<file path="config.mk">
export PLATFORM = sky130hd
export DESIGN_NAME = park_allocator
export DESIGN_NICKNAME = d
export VERILOG_FILES = /design/src/rtl/park_allocator.sv
export SDC_FILE = /design/constraint.sdc
export NUM_CORES = 1
export LEC_CHECK = 0
export ABC_AREA = 1
export CORE_MARGIN = 2
export CORE_UTILIZATION = 50
export DETAILED_ROUTE_END_ITERATION = 6
export PLACE_DENSITY = 0.75
export SLEW_MARGIN = 20
export SYNTH_ARGS = -nofsm -noshare
export SYNTH_HDL_FRONTEND = slang
export SYNTH_SLANG_ARGS = --single-unit
</file>
<file path="constraint.sdc">
create_clock -name clk -period 2.7 [get_ports clk]
set_input_delay 0.405 -clock clk [delete_from_list [all_inputs] [get_ports clk]]
set_output_delay 0.405 -clock clk [all_outputs]
set_load 0.02 [all_outputs]
</file>
<file path="src/rtl/park_allocator.sv">
// Eight-slot parking allocator: grants the lowest free slot and tags it with an LFSR pattern,
// then validates exits by checking token == slot ^ stored pattern before freeing the slot.
//
// state | meaning
// IDLE  | waiting for a request; exit wins over enter
// ALLOC | grant lowest free slot, or deny when the lot is full
// CHECK | validate latched exit slot/token, free the slot or reject
// DONE  | hold until both requests drop so a held request is served once
module park_allocator (
  input  logic       clk,
  input  logic       rst_n,
  input  logic       enter_req,
  input  logic       exit_req,
  input  logic [2:0] exit_slot,
  input  logic [2:0] exit_token,
  output logic [2:0] park_number,
  output logic [2:0] pattern,
  output logic       grant,
  output logic       deny,
  output logic       exit_ok,
  output logic       exit_err,
  output logic [7:0] occupancy,
  output logic [3:0] free_count,
  output logic       full,
  output logic       busy
);

  typedef enum logic [1:0] {IDLE, ALLOC, CHECK, DONE} state_t;

  state_t     state;
  logic [2:0] lfsr;
  logic [2:0] pattern_mem [8];
  logic [2:0] slot_q;
  logic [2:0] token_q;
  logic [2:0] free_slot;
  logic [3:0] ones;
  logic       token_match;

  always_comb begin
    free_slot = 3'd0;
    for (int i = 7; i >= 0; i--) begin
      if (!occupancy[i]) free_slot = 3'(i);
    end
  end

  always_comb begin
    ones = 4'd0;
    for (int i = 0; i < 8; i++) begin
      ones = ones + {3'b000, occupancy[i]};
    end
  end

  assign free_count  = 4'd8 - ones;
  assign full        = &occupancy;
  assign busy        = (state != IDLE);
  assign token_match = occupancy[slot_q] && (token_q == (slot_q ^ pattern_mem[slot_q]));

  always_ff @(posedge clk or negedge rst_n) begin
    if (!rst_n) begin
      state       <= IDLE;
      lfsr        <= 3'b001;
      occupancy   <= 8'h00;
      park_number <= 3'd0;
      pattern     <= 3'd0;
      slot_q      <= 3'd0;
      token_q     <= 3'd0;
      grant       <= 1'b0;
      deny        <= 1'b0;
      exit_ok     <= 1'b0;
      exit_err    <= 1'b0;
      for (int i = 0; i < 8; i++) pattern_mem[i] <= 3'd0;
    end else begin
      lfsr     <= {lfsr[1:0], lfsr[2] ^ lfsr[1]};
      grant    <= 1'b0;
      deny     <= 1'b0;
      exit_ok  <= 1'b0;
      exit_err <= 1'b0;
      case (state)
        IDLE: begin
          if (exit_req) begin
            slot_q  <= exit_slot;
            token_q <= exit_token;
            state   <= CHECK;
          end else if (enter_req) begin
            state <= ALLOC;
          end
        end
        ALLOC: begin
          if (!full) begin
            occupancy[free_slot]   <= 1'b1;
            pattern_mem[free_slot] <= lfsr;
            park_number            <= free_slot;
            pattern                <= lfsr;
            grant                  <= 1'b1;
          end else begin
            deny <= 1'b1;
          end
          state <= DONE;
        end
        CHECK: begin
          if (token_match) begin
            occupancy[slot_q] <= 1'b0;
            exit_ok           <= 1'b1;
          end else begin
            exit_err <= 1'b1;
          end
          state <= DONE;
        end
        DONE: begin
          if (!enter_req && !exit_req) state <= IDLE;
        end
        default: state <= IDLE;
      endcase
    end
  end

endmodule
</file>
==> impl_metrics.sql <==
INSERT INTO impl_metrics (metric_group, metric, value, unit) VALUES
('worst_setup_path', 'timing.critical_path.mode_cell', 'fa_1', ''),
('worst_setup_path', 'critPathTopFamily', 'adder cells', ''),
('global_routing', 'grt_first_pass_wirelength', '11.9', 'mm'),
('global_routing', 'grt_use_total', '0.240', ''),
('clock_network', 'clock_net_sink_count', '53', ''),
('die', 'core_area', '5570', 'µm²'),
('worst_setup_path', 'critical_path.max_fanout', '2', ''),
('synthesis', 'synth.distinct_cells', '33', ''),
('worst_setup_path', 'worst_path_buf_inv', '2', ''),
('timing', 'grt_setup_unrepaired', 'true', ''),
('run', 'cap_viol_max_count', '0', ''),
('synthesis', 'netlist_instances', '374', ''),
('route', 'ant_nets', '0', ''),
('power_and_ir_drop', 'power_density', '1040', 'nW/µm²'),
('worst_setup_path', 'endpoint_required_time_on_the_critical_path', '2.30', 'ns'),
('timing', 'setup_viol', '3', ''),
('die', 'fp.dieArea', '6450', 'µm²'),
('timing', 'achievable-frequency', '0.321', 'GHz'),
('synthesis', 'ys_async_sr_fraction', '1.00', ''),
('worst_setup_path', 'crit_arrival', '2.71', 'ns'),
('clock_network', 'cts_htree_levels', '2', ''),
('placement', 'dpl-instance-area', '3400', 'µm²'),
('timing', 'actual_transition_at_the_worst_max_transition_pin', '0.406', 'ns'),
('layout', 'fillers', '516', ''),
('route', 'vias', '2620', ''),
('clock_network', 'hold_buffers', '0', ''),
('route', 'drt-total-wl', '6.88', 'mm'),
('worst_setup_path', 'timing.critical_path.from_type', 'register', ''),
('timing', 'layout_worst_path_cycle_share', '1.15', ''),
('placement', 'port_buffers', '33', ''),
('min_path', 'worst_hold_path_type', 'primary input to async pin', ''),
('die', 'top_level_ports', '34', ''),
('clock_network', 'tritoncts.num_buffers', '5', ''),
('layout', 'area_growth_syn_to_layout', '21.0', '%'),
('power_and_ir_drop', 'maximum_vdd_drop', '0.861', 'mV'),
('synthesis', 'post-synth-top-count-cell', 'nand2_1', ''),
('synthesis', 'yosys.area.top_type_share', '0.447', ''),
('timing', 'maxSlewHeadroom', '0.730', ''),
('synthesis', 'synth_area_per_cell', '7.79', 'µm²'),
('clock_network', 'tritoncts_clock_tree', 'done', ''),
('synthesis', 'flops_latches_synth', '53', ''),
('die', 'fp-row-count', '27', ''),
('clock_network', 'clkLatencyLatePin', '0.31', 'ns'),
('worst_setup_path', 'crit_slowest_cell', 'fa_1', ''),
('placement', 'place.gp.congestion', '0.904', ''),
('worst_setup_path', 'endpoint_kind', 'output pin', ''),
('synthesis', 'number_of_enable_type_register_cells_in_the_synthesized_netlist', '0', ''),
('synthesis', 'synth.yosys.seq_area_share', '0.456', ''),
('synthesis', 'synth.area.top_cells', 'dfrtp_1, nand2_1, nand3_1, inv_1, o21ai_0', ''),
('global_routing', 'number_of_antenna_violations_at_the_first_check_in_global_routing', '0', ''),
('layout', 'number_of_antenna_diodes', '0', ''),
('die', 'die_w', '80.3', 'µm'),
('run_status', 'failing_checks', 'negative setup slack', ''),
('worst_setup_path', 'worst_path_largest_cell_delay', '0.55', 'ns'),
('layout', 'final_nets', '444', ''),
('timing', 'setup_tns', '-1.05', 'ns'),
('route', 'route.detailed.wl_per_inst', '14.0', 'µm'),
('layout', 'layout-drive-gt1-share', '0.119', ''),
('timing', 'final_critical_path_setup_slack', '-0.413', 'ns'),
('clock_network', 'cts_setup_buffers', '0', ''),
('synthesis', 'synth_top_flop_cell', 'dfrtp_1', ''),
('global_routing', 'grt_max_degree', '20', ''),
('clock_network', 'clk_path_buf_depth', '2', ''),
('timing', 'fin_skew', '0.00344', 'ns'),
('timing', 'slew_viol_final', '0', ''),
('worst_setup_path', 'timing_worst_setup_path_type', 'register to output pin', ''),
('timing', 'period_minus_slack', '3.11', 'ns'),
('route', 'routed_via_count_divided_by_cell_count', '5.31', ''),
('die', 'die_height', '80.3', 'µm'),
('run_status', 'outcome', 'finished with violations', ''),
('timing', 'final_hold_viol_count', '0', '');
## per-stage QoR
stage           util  instances
2_1_floorplan      -        374
3_3_place_gp   0.610        485
3_5_place_dp   0.610        485
4_1_cts        0.632        493
5_1_grt        0.632        493
6_report       0.632        493
## cells by family after synthesis
logic type	synth area share
compound gates	0.106
buf+inv	0.0816
simple gates	0.284
flops	0.456
fa+ha+maj	0.0704
xor+xnor	0.00301
## layout by cell type, fill, tap and decap left out, types with 2 or more instances in the layout
cell type        count
o21ai_0             27
fa_1                 3
ha_1                 8
nand2_1            128
nand2_4              2
o211ai_1             4
a21oi_1              8
inv_2                5
dfrtp_2              5
dfrtp_1             47
nor2_1              23
clkdlybuf4s50_1     28
buf_6                3
o21ai_1              4
clkbuf_8             6
buf_4               15
nand3_1             36
nor3_1               2
o21a_1               2
inv_1               38
o22ai_1              7
## power breakdown
part	internal (W)	total [W]	switching [W]	leakage, nW
combinational	0.000845	0.00208	0.00123	0.961
clock	0.000302	0.000559	0.000258	0.0574
sequential	0.000920	0.00104	0.000122	0.695
total	0.00207	0.00368	0.00161	1.71
## metal layers
metal,GRT usage,up-vias,part of all wire
met4,0.0983,0,0.026
met5,0,-,0
li1,-,1288,-
met3,0.0382,17,0.050
met1,0.319,1221,0.44
met2,0.393,94,0.49
## layout make-up
type	instances	share of cell area
clock buffers	6	0.0234
clock inverters	2	0.0107
inverters	45	0.0494
multi-input cells	267	0.387
flip-flops and latches	53	0.379
well taps	72	0.0256
repair buffers	48	0.125
## path summary, 6_finish.rpt
path                                    from            end  slack, ns  cells past startpoint
worst max-delay path            occupancy[5]  free_count[2]      -0.41                      7
worst min-delay path                   rst_n        lfsr[2]      0.007                      1
worst max register to register     slot_q[2]   occupancy[4]       0.62                     13
worst min register to register       lfsr[0]        lfsr[1]       0.42                      0
max in group asynchronous              rst_n   occupancy[5]       2.08                      2
min in group clk                     lfsr[0]        lfsr[1]       0.42                      0
## sequential cells by signal (all words and copies together) (netlist names)
signal and count:
pattern 3, exit_err 1, lfsr 3, slot_q 3
occupancy 8, state 2, deny 1, pattern_mem 24
token_q 3, grant 1, exit_ok 1, park_number 3
## what timing repair did
action / 4_1_cts / 5_1_grt
hold endpoints to repair: 0 / 0
pin swaps: 4 / 3
resized for setup: 19 / 0
setup endpoints to repair: 4 / 3
(Power assumes the default switching activity.)
